## src/rtl/ldpc_frame_adapter_if.sv

```systemverilog
// Decoder-core handshake bundle used by ldpc_frame_adapter (adapter = master, core = slave).
// Optional SOFT_LLR_EN widens dec_in_data to a 3-bit LLR per hard bit.
interface ldpc_frame_adapter_if #(
  parameter int SYM_BITS = 2
);
`ifdef SOFT_LLR_EN
  localparam int LLR_W = 3;
`else
  localparam int LLR_W = 1;
`endif
  localparam int DIN_W = SYM_BITS * LLR_W;

  logic                dec_in_sop;
  logic                dec_in_eop;
  logic                dec_in_valid;
  logic                dec_in_ready;
  logic [DIN_W-1:0]    dec_in_data;
  logic                dec_out_sop;
  logic                dec_out_eop;
  logic                dec_out_valid;
  logic [SYM_BITS-1:0] dec_out_data;
  logic                dec_out_ready;

  modport master (
    output dec_in_sop, dec_in_eop, dec_in_valid, dec_in_data, dec_out_ready,
    input  dec_in_ready, dec_out_sop, dec_out_eop, dec_out_valid, dec_out_data
  );

  modport slave (
    input  dec_in_sop, dec_in_eop, dec_in_valid, dec_in_data, dec_out_ready,
    output dec_in_ready, dec_out_sop, dec_out_eop, dec_out_valid, dec_out_data
  );
endinterface

```

## src/rtl/ldpc_frame_adapter.sv

```systemverilog
// Byte-stream <-> LDPC core adapter: collect codeword, feed core beats, repack decoded bits, reset core.
// Define SOFT_LLR_EN to drive 3-bit LLRs {b,2'b11} per bit instead of raw hard bits.
module ldpc_frame_adapter #(
  parameter int CW_BITS       = 1200,
  parameter int SYM_BITS      = 2,
  parameter int OUT_W         = 32,
  parameter int CLK1X_DIV     = 50,
  parameter int TIMEOUT_TICKS = 1230,
  parameter int RST_HOLD      = 16
) (
  input  logic                 clk,
  input  logic                 rst_n,
  input  logic                 byte_valid,
  input  logic [7:0]           byte_data,
  ldpc_frame_adapter_if.master dec,
  output logic [7:0]           byte_out,
  output logic                 byte_out_valid,
  output logic [OUT_W-1:0]     word_out,
  output logic                 word_out_valid,
  output logic                 core_rst_n,
  output logic                 frame_err,
  output logic                 overrun
);
`ifdef SOFT_LLR_EN
  localparam int LLR_W = 3;
`else
  localparam int LLR_W = 1;
`endif
  localparam int DIN_W  = SYM_BITS * LLR_W;
  localparam int NBYTES = (CW_BITS + 7) / 8;
  localparam int NBEATS = CW_BITS / SYM_BITS;
  localparam int NW     = OUT_W / 8;
  localparam int BI_W   = (NBYTES > 1) ? $clog2(NBYTES) : 1;
  localparam int N_W    = (NBEATS > 1) ? $clog2(NBEATS) : 1;
  localparam int P_W    = $clog2(CW_BITS + 9);
  localparam int TMR_W  = $clog2(TIMEOUT_TICKS + 1);
  localparam int DIV_W  = $clog2(CLK1X_DIV + 1);
  localparam int HOLD_W = $clog2(RST_HOLD + 1);
  localparam int WC_W   = $clog2(NW + 1);
  localparam int SYM_SH = $clog2(SYM_BITS);

  localparam logic [P_W-1:0]    CW_P      = P_W'(CW_BITS);
  localparam logic [N_W-1:0]    LAST_N    = N_W'(NBEATS - 1);
  localparam logic [TMR_W-1:0]  TMO_T     = TMR_W'(TIMEOUT_TICKS);
  localparam logic [DIV_W-1:0]  DIV_LAST  = DIV_W'(CLK1X_DIV - 1);
  localparam logic [HOLD_W-1:0] HOLD_LAST = HOLD_W'(RST_HOLD - 1);
  localparam logic [WC_W-1:0]   NW_LAST   = WC_W'(NW - 1);

  typedef enum logic [2:0] {
    S_IDLE, S_COLLECT, S_FEED, S_WAIT_OUT, S_FLUSH
  } state_t;

  state_t              state_q, state_d;
  logic                valid_q;
  logic                rise;
  logic [7:0]          mem_q [NBYTES];
  logic [P_W-1:0]      p_q;
  logic [DIV_W-1:0]    div_q;
  logic                tick;
  logic [TMR_W-1:0]    timer_q;
  logic [N_W-1:0]      n_q;
  logic [HOLD_W-1:0]   hold_q;

  logic                wr_en, p_clr, tmr_clr, beat_acc, err_d, ovr_d;
  logic [BI_W-1:0]     wr_idx, rd_idx;
  logic [N_W+2:0]      bit_addr;
  logic [7:0]          rd_byte;
  logic [SYM_BITS-1:0] beat_bits;
  logic [DIN_W-1:0]    din;

  function automatic logic [7:0] rev8(input logic [7:0] d);
    logic [7:0] r;
    for (int i = 0; i < 8; i++) r[7-i] = d[i];
    return r;
  endfunction

  function automatic logic [SYM_BITS-1:0] rev_sym(input logic [SYM_BITS-1:0] d);
    logic [SYM_BITS-1:0] r;
    for (int i = 0; i < SYM_BITS; i++) r[SYM_BITS-1-i] = d[i];
    return r;
  endfunction

  assign rise   = byte_valid & ~valid_q;
  assign tick   = (div_q == DIV_LAST);
  assign wr_idx = BI_W'(p_q >> 3);

  // Bytes are stored bit-reversed so buffer bit k sits at mem[k/8][k%8]; a beat never straddles a byte.
  assign bit_addr  = (N_W + 3)'(n_q) << SYM_SH;
  assign rd_idx    = BI_W'(bit_addr >> 3);
  assign rd_byte   = mem_q[rd_idx];
  assign beat_bits = SYM_BITS'(rd_byte >> bit_addr[2:0]);

`ifdef SOFT_LLR_EN
  always_comb begin
    din = '0;
    for (int j = 0; j < SYM_BITS; j++) din[3*j +: 3] = {beat_bits[j], 2'b11};
  end
`else
  assign din = beat_bits;
`endif

  // NOTE: every signal driven here gets a default first, so no path can infer a latch.
  always_comb begin
    state_d  = state_q;
    wr_en    = 1'b0;
    p_clr    = 1'b0;
    tmr_clr  = 1'b0;
    beat_acc = 1'b0;
    err_d    = 1'b0;
    ovr_d    = 1'b0;
    unique case (state_q)
      S_IDLE: begin
        if (rise) begin
          wr_en   = 1'b1;
          tmr_clr = 1'b1;
          state_d = S_COLLECT;
        end
      end
      S_COLLECT: begin
        if (p_q >= CW_P) begin
          state_d = S_FEED;
        end else if (timer_q == TMO_T) begin
          err_d   = 1'b1;
          p_clr   = 1'b1;
          state_d = S_IDLE;
        end else if (rise) begin
          wr_en = 1'b1;
        end
      end
      S_FEED: begin
        ovr_d = rise;
        if (dec.dec_in_ready) begin
          beat_acc = 1'b1;
          if (n_q == LAST_N) state_d = S_WAIT_OUT;
        end
      end
      S_WAIT_OUT: begin
        ovr_d = rise;
        if (dec.dec_out_valid && dec.dec_out_eop) state_d = S_FLUSH;
      end
      S_FLUSH: begin
        ovr_d = rise;
        if (hold_q == HOLD_LAST) begin
          p_clr   = 1'b1;
          state_d = S_IDLE;
        end
      end
      default: state_d = S_IDLE;
    endcase
  end

  // NOTE: sequential state uses non-blocking assignments so every flop samples pre-edge values.
  always_ff @(posedge clk or negedge rst_n) begin
    if (!rst_n) begin
      state_q   <= S_IDLE;
      valid_q   <= 1'b0;
      p_q       <= '0;
      div_q     <= '0;
      timer_q   <= '0;
      n_q       <= '0;
      hold_q    <= '0;
      frame_err <= 1'b0;
      overrun   <= 1'b0;
      // NOTE: the codeword buffer is reset too, so an aborted frame leaves no stale bits behind.
      for (int i = 0; i < NBYTES; i++) mem_q[i] <= '0;
    end else begin
      state_q   <= state_d;
      valid_q   <= byte_valid;
      frame_err <= err_d;
      overrun   <= ovr_d;
      div_q     <= tick ? '0 : div_q + DIV_W'(1);
      if (p_clr) begin
        p_q <= '0;
      end else if (wr_en) begin
        mem_q[wr_idx] <= rev8(byte_data);
        p_q           <= p_q + P_W'(8);
      end
      if (tmr_clr)                         timer_q <= '0;
      else if (state_q == S_COLLECT && tick) timer_q <= timer_q + TMR_W'(1);
      if (beat_acc) n_q <= (n_q == LAST_N) ? '0 : n_q + N_W'(1);
      hold_q <= (state_q == S_FLUSH) ? hold_q + HOLD_W'(1) : '0;
    end
  end

  assign dec.dec_in_valid  = (state_q == S_FEED);
  assign dec.dec_in_sop    = (state_q == S_FEED) && (n_q == '0);
  assign dec.dec_in_eop    = (state_q == S_FEED) && (n_q == LAST_N);
  assign dec.dec_in_data   = (state_q == S_FEED) ? din : '0;
  assign dec.dec_out_ready = 1'b1;
  assign core_rst_n        = rst_n & (state_q != S_FLUSH);

  // Repack: decoded bits enter at the byte LSB so the earliest bit ends up as the MSB.
  logic [3:0]       bit_cnt_q, cnt_base, cnt_new;
  logic [7:0]       pack_q, byte_base, byte_new, byte_fill;
  logic [WC_W-1:0]  wcnt_q, wcnt_base;
  logic [OUT_W-1:0] wacc_q, word_base, word_new;
  logic             byte_done, word_done;

  always_comb begin
    cnt_base  = dec.dec_out_sop ? '0 : bit_cnt_q;
    byte_base = dec.dec_out_sop ? '0 : pack_q;
    wcnt_base = dec.dec_out_sop ? '0 : wcnt_q;
    word_base = dec.dec_out_sop ? '0 : wacc_q;
    byte_new  = (byte_base << SYM_BITS) | 8'(rev_sym(dec.dec_out_data));
    cnt_new   = cnt_base + 4'(SYM_BITS);
    byte_fill = byte_new << (4'd8 - cnt_new);
    word_new  = word_base | (OUT_W'(byte_fill) << {wcnt_base, 3'b000});
    byte_done = (cnt_new == 4'd8) || dec.dec_out_eop;
    word_done = (wcnt_base == NW_LAST) || dec.dec_out_eop;
  end

  always_ff @(posedge clk or negedge rst_n) begin
    if (!rst_n) begin
      bit_cnt_q      <= '0;
      pack_q         <= '0;
      wcnt_q         <= '0;
      wacc_q         <= '0;
      byte_out       <= '0;
      byte_out_valid <= 1'b0;
      word_out       <= '0;
      word_out_valid <= 1'b0;
    end else begin
      byte_out_valid <= 1'b0;
      word_out_valid <= 1'b0;
      if (dec.dec_out_valid) begin
        if (byte_done) begin
          byte_out       <= byte_fill;
          byte_out_valid <= 1'b1;
          bit_cnt_q      <= '0;
          pack_q         <= '0;
          if (word_done) begin
            word_out       <= word_new;
            word_out_valid <= 1'b1;
            wcnt_q         <= '0;
            wacc_q         <= '0;
          end else begin
            wcnt_q <= wcnt_base + WC_W'(1);
            wacc_q <= word_new;
          end
        end else begin
          bit_cnt_q <= cnt_new;
          pack_q    <= byte_new;
          wcnt_q    <= wcnt_base;
          wacc_q    <= word_base;
        end
      end
    end
  end
endmodule

```

## src/flat_wrapper.sv

```systemverilog
// flat-port wrapper written by rule: the top's interface ports become plain ports
module ldpc_frame_adapter_flat 
#(
  parameter int CW_BITS       = 1200,
  parameter int SYM_BITS      = 2,
  parameter int OUT_W         = 32,
  parameter int CLK1X_DIV     = 50,
  parameter int TIMEOUT_TICKS = 1230,
  parameter int RST_HOLD      = 16
)
  (clk, rst_n, byte_valid, byte_data, byte_out, byte_out_valid, word_out, word_out_valid, core_rst_n, frame_err, overrun, dec_dec_in_sop, dec_dec_in_eop, dec_dec_in_valid, dec_dec_in_data, dec_dec_out_ready, dec_dec_in_ready, dec_dec_out_sop, dec_dec_out_eop, dec_dec_out_valid, dec_dec_out_data);
  ldpc_frame_adapter_if #(.SYM_BITS(SYM_BITS)) dec_i ();
  input  logic clk;
  input  logic rst_n;
  input  logic byte_valid;
  input  logic [7:0] byte_data;
  output logic [7:0] byte_out;
  output logic byte_out_valid;
  output logic [OUT_W-1:0] word_out;
  output logic word_out_valid;
  output logic core_rst_n;
  output logic frame_err;
  output logic overrun;
  output wire logic [$bits(dec_i.dec_in_sop)-1:0] dec_dec_in_sop;
  output wire logic [$bits(dec_i.dec_in_eop)-1:0] dec_dec_in_eop;
  output wire logic [$bits(dec_i.dec_in_valid)-1:0] dec_dec_in_valid;
  output wire logic [$bits(dec_i.dec_in_data)-1:0] dec_dec_in_data;
  output wire logic [$bits(dec_i.dec_out_ready)-1:0] dec_dec_out_ready;
  input wire logic [$bits(dec_i.dec_in_ready)-1:0] dec_dec_in_ready;
  input wire logic [$bits(dec_i.dec_out_sop)-1:0] dec_dec_out_sop;
  input wire logic [$bits(dec_i.dec_out_eop)-1:0] dec_dec_out_eop;
  input wire logic [$bits(dec_i.dec_out_valid)-1:0] dec_dec_out_valid;
  input wire logic [$bits(dec_i.dec_out_data)-1:0] dec_dec_out_data;
  assign dec_dec_in_sop = dec_i.dec_in_sop;
  assign dec_dec_in_eop = dec_i.dec_in_eop;
  assign dec_dec_in_valid = dec_i.dec_in_valid;
  assign dec_dec_in_data = dec_i.dec_in_data;
  assign dec_dec_out_ready = dec_i.dec_out_ready;
  assign dec_i.dec_in_ready = dec_dec_in_ready;
  assign dec_i.dec_out_sop = dec_dec_out_sop;
  assign dec_i.dec_out_eop = dec_dec_out_eop;
  assign dec_i.dec_out_valid = dec_dec_out_valid;
  assign dec_i.dec_out_data = dec_dec_out_data;
  ldpc_frame_adapter #(.CW_BITS(CW_BITS), .SYM_BITS(SYM_BITS), .OUT_W(OUT_W), .CLK1X_DIV(CLK1X_DIV), .TIMEOUT_TICKS(TIMEOUT_TICKS), .RST_HOLD(RST_HOLD)) u_core (.clk(clk), .rst_n(rst_n), .byte_valid(byte_valid), .byte_data(byte_data), .dec(dec_i), .byte_out(byte_out), .byte_out_valid(byte_out_valid), .word_out(word_out), .word_out_valid(word_out_valid), .core_rst_n(core_rst_n), .frame_err(frame_err), .overrun(overrun));
endmodule
```

## config.mk

```make
export PLATFORM = sky130hd
export DESIGN_NAME = ldpc_frame_adapter_flat
export DESIGN_NICKNAME = d
export VERILOG_FILES = /design/src/rtl/ldpc_frame_adapter_if.sv /design/src/rtl/ldpc_frame_adapter.sv /design/src/flat_wrapper.sv
export SDC_FILE = /design/constraint.sdc
export NUM_CORES = 2
export LEC_CHECK = 0
export BUFFER_PORTS_ARGS = -buffer_cell sky130_fd_sc_hd__buf_4
export CAP_MARGIN = 20
export CORE_MARGIN = 10
export CORE_UTILIZATION = 35
export DETAILED_ROUTE_END_ITERATION = 10
export GPL_ROUTABILITY_DRIVEN = 1
export PLACE_DENSITY = 0.48
export SETUP_SLACK_MARGIN = 0.1
export SYNTH_ARGS = -nofsm -noshare
export SYNTH_HDL_FRONTEND = slang
export SYNTH_SLANG_ARGS = --single-unit
```

## constraint.sdc

```tcl
create_clock -name clk -period 2.4 [get_ports clk]
set_input_delay 0 -clock clk [delete_from_list [all_inputs] [get_ports clk]]
set_output_delay 0 -clock clk [all_outputs]
set_load 0.01 [all_outputs]
```

==> results by group <==
Timing
  – Worst-margin pin slew: about 860 ps
  – Final hold violation count: 0
  – RSZ-0062 raised after global routing: true
  – Slew Limit Fails: 0
  – Post-layout worst setup margin: -1520 ps
  – Fmax: 0.255 GHz
  – Max-slew headroom: 42.9%
  – Worst Skew: 24.8 ps
  – Final period demand of the worst path: 3920 ps
  – Fin crit share: 163%
  – Setup TNS: -276800 ps
  – Final setup fails: 1209

Final layout
  – Fin area: 82500 um^2
  – Final nets: 5003
  – Area Overhead vs Synth: 33.3%
  – Post-route insts no fill: 7444
  – Fill count: between 15k and 20k
  – Final Core Density: 46.9%
  – Layout cells sized above 1: 56.7%

Route
  – Post-route DRC: 0
  – Wire per inst: 26.6 um
  – Top Metal Used: met4
  – Metal3 WL: 7.41 mm
  – Antenna-violating nets left: 0
  – Via density: 5.29
  – Met2 Routed Length: 93.1 mm
  – Drt first pass iters: 5
  – Met1 WL: 92.8 mm
  – Iteration-0 DRC Markers: 2640
  – DR vias: 39.4k
  – Post-Route WL: 198 mm

Critical path
  – Critical path class: flop to output pin
  – Reg2reg start: u_core.n_q[2]
  – FF-to-FF path depth: 10
  – CP Data Arrival Time: 3920 ps
  – CP Max Fanout: 11
  – Flop2flop setup slack: -400 ps
  – CP Capture Type: output pin
  – Crit start category: flop
  – CP required: 2400 ps
  – FF-to-FF End: u_core.state_q[0]

Clock network
  – TritonCTS clock tree: yes
  – Clock sinks: between 1k and 1.5k
  – CTS buffer count: 157
  – Root Driver: clkbuf_16
  – Clock transition at path regs: 60 ps
  – Clock Path Buffers: 3
  – Clock insertion delay at the later pin of the skew report: roughly 810 ps
  – # H-tree levels: 4

Synth
  – Synthesis Warnings: 0
  – Area leader, netlist: dfrtp_1
  – Post-synth EDFFs: 0
  – Synth Area in Adders: 0.283%
  – Synth unique cells: 79
  – Mapped cell area: about 62000 um^2
  – Multiplexer share of the synthesized area: around 34%
  – Largest family of logic cells by synthesized area: multiplexers
  – Synth top area cells: dfrtp_1, mux2_2, mux4_2
  – #FFs+latches synth: 1333
  – Syn_nets: roughly 4.3k
  – Cells after Synth: 4221
  – Top cell type's share of synthesized area: between 50% and 60%
  – Register area share after synthesis: 53.9%
  – Most used DFF post-synth: dfrtp_1
  – XOR/XNOR share of the synthesized area: 0.396%
  – Complex-gate fraction of the synthesized area: 3.83%
  – Synth async-reset ratio: 100%
  – Mapped Avg Cell Area: 14.7 um^2
  – Simple-gate share of the synthesized area: under 10%

GRT
  – Number of global-route vias before repair: 42.1k
  – Gr ovfl total: 0
  – First-pass GRT wire length: 297 mm
  – Largest net degree at the start of global routing: 88
  – GR Util All Layers: 20.4%
  – Initial antenna violation count: 5

Placement
  – Cell area reported after detailed placement: 73600 um^2
  – I/O Buffers: 66
  – Pre-CTS WS: -1240 ps
  – Post-detail-place hpwl: approximately 130 mm
  – Final GP Congestion: about 0.84
  – Cell count after placement: between 7k and 8k

Pwr
  – Flop pwr share: 45.0%
  – Net load switching power: between 10 and 15 mW
  – VDD IR-drop max: 0.642 mV
  – Cell internal pwr: 39.7 mW
  – Switching share of power: between 20% and 30%
  – Comb power frac: roughly 9.0%
  – PwrDens: 639 nW/um^2
  – Clock share of power: a little under half
  – Leakage: 37.4 nW

Min path
  – Hold depth: 4
  – HP Class: primary input to flop
  – HP Start: byte_valid
  – Worst Hold Path EP: u_core.overrun

Die
  – Total die area: 194000 um^2
  – Core area: roughly 180000 um^2
  – Die Y-Extent: about 440 um
  – Chip Width: about 440 um
  – Initial Utilization: 35.2%
  – IO Pins: 68
  – Row cnt: about 150

Outcome
  – Violated checks: negative setup slack
  – Status: finished, violations left

Flow run
  – # Max-Cap Violations: 0
==> placed cells by master (no fill, tap or decap), types with 85 or more instances in the layout <==
cell       count
mux2_4       510
nand2_1      145
mux4_2       265
buf_4        533
clkbuf_16    162
mux2_2       712
nor2_1        86
dfrtp_1     1328
mux2i_1       85
buf_12       253
nor2_4       127
==> synth_stat cells (25+ instances only) <==
cell type / count
mux4_2: 257
buf_4: 25
nor2_1: 89
inv_1: 28
nor2_2: 129
dfrtp_1: 1333
o21ai_0: 93
nand2_1: 148
nand3_1: 40
mux2i_1: 91
clkbuf_1: 203
buf_2: 39
a21oi_1: 63
mux2_2: 1222
a22oi_1: 70
==> worst max-delay path, stage by stage (launching register included) <==
cell and delay (ps):
dfrtp_4 480, buf_12 130, buf_12 150, buf_12 150, mux4_1 560, mux4_2 550
nand2_2 110, nand4_1 180, buf_4 210, a41oi_4 160, o32ai_4 140, buf_6 160
buf_6 120
==> per-layer routing <==
metal  global-route usage (%)  vias up
li1                         -    17171
met1                     29.1    21239
met2                     32.6      739
met3                     2.94      251
met4                     5.10        0
met5                        0        -
==> what timing repair did <==
action / 4_1_cts / 5_1_grt
hold buffers: 25 / 0
gates cloned: 14 / 1
hold endpoints to repair: 2046 / 0
pin swaps: 69 / 59
endpoints found under the setup margin: 1213 / 1281
buffers inserted: 79 / 14
resized for setup: 336 / 174
==> per-stage QoR <==
stage	hold WS (ps)	power (mW)
after global routing	99.2	54.7
after floorplan	-296	26.2
after detailed placement	10.6	28.3
after CTS	38.1	53.2
after global placement	2.25	28.2
final	115	52.7
==> power groups by stage <==
stage | clock, mW | sequential (mW) | combinational, mW
after detailed placement | 0 | 24.1 | 4.20
after floorplan | 0 | 24.0 | 2.20
final | 24.2 | 23.7 | 4.75
after global placement | 0 | 24.1 | 4.17
after CTS | 24.9 | 23.7 | 4.59
after global routing | 25.8 | 23.8 | 5.11
==> worst max-delay path by stage <==
| stage | from | endpoint | slack [ps] | depth (start not counted) |
|---|---|---|---|---|
| final | u_core.n_q[2] | dec_dec_in_data[0] | -1520 | 12 |
| after global routing | u_core.n_q[2] | dec_dec_in_data[1] | -1650 | 14 |
| after CTS | u_core.n_q[2] | dec_dec_in_data[1] | -1650 | 14 |
| after detailed placement | u_core.n_q[2] | dec_dec_in_data[1] | -1240 | 12 |
| after global placement | u_core.n_q[2] | dec_dec_in_data[0] | -1760 | 13 |
| after floorplan | u_core.timer_q[0] | u_core.mem_q[48] | -130 | 13 |
==> kinds of logic after synthesis <==
logic type / after synthesis
AOI/OAI and AO/OA: 359
xor gates and xnor gates: 28
adders and majority gates: 14
buffers and inverters: 340
DFF: 1333
muxes: 1591
other: 1
and+or+nand+nor: 555
==> state kept, by name (all words and copies together) (netlist names), 3 cells and up <==
name / count
u_core.bit_cnt_q: 4
u_core.byte_out: 8
u_core.div_q: 6
u_core.hold_q: 5
u_core.mem_q: 1200
u_core.n_q: 10
u_core.p_q: 8
u_core.pack_q: 6
u_core.state_q: 3
u_core.timer_q: 11
u_core.wacc_q: 32
u_core.wcnt_q: 3
u_core.word_out: 32
==> area by class of cell <==
cell class                      count  area [um^2]  area share [%]
Clock buffer                      244         4720            5.72
Timing Repair Buffer              903        10700            13.0
Antenna cell                        3         7.51         0.00910
Inverter                           29          110           0.133
Multi-Input combinational cell   2548        30100            36.5
Tap cell                         2340         2930            3.55
Sequential cell                  1333        33400            40.4
Clock inverter                     44          513           0.622
Power figures use the tool's default switching activity.
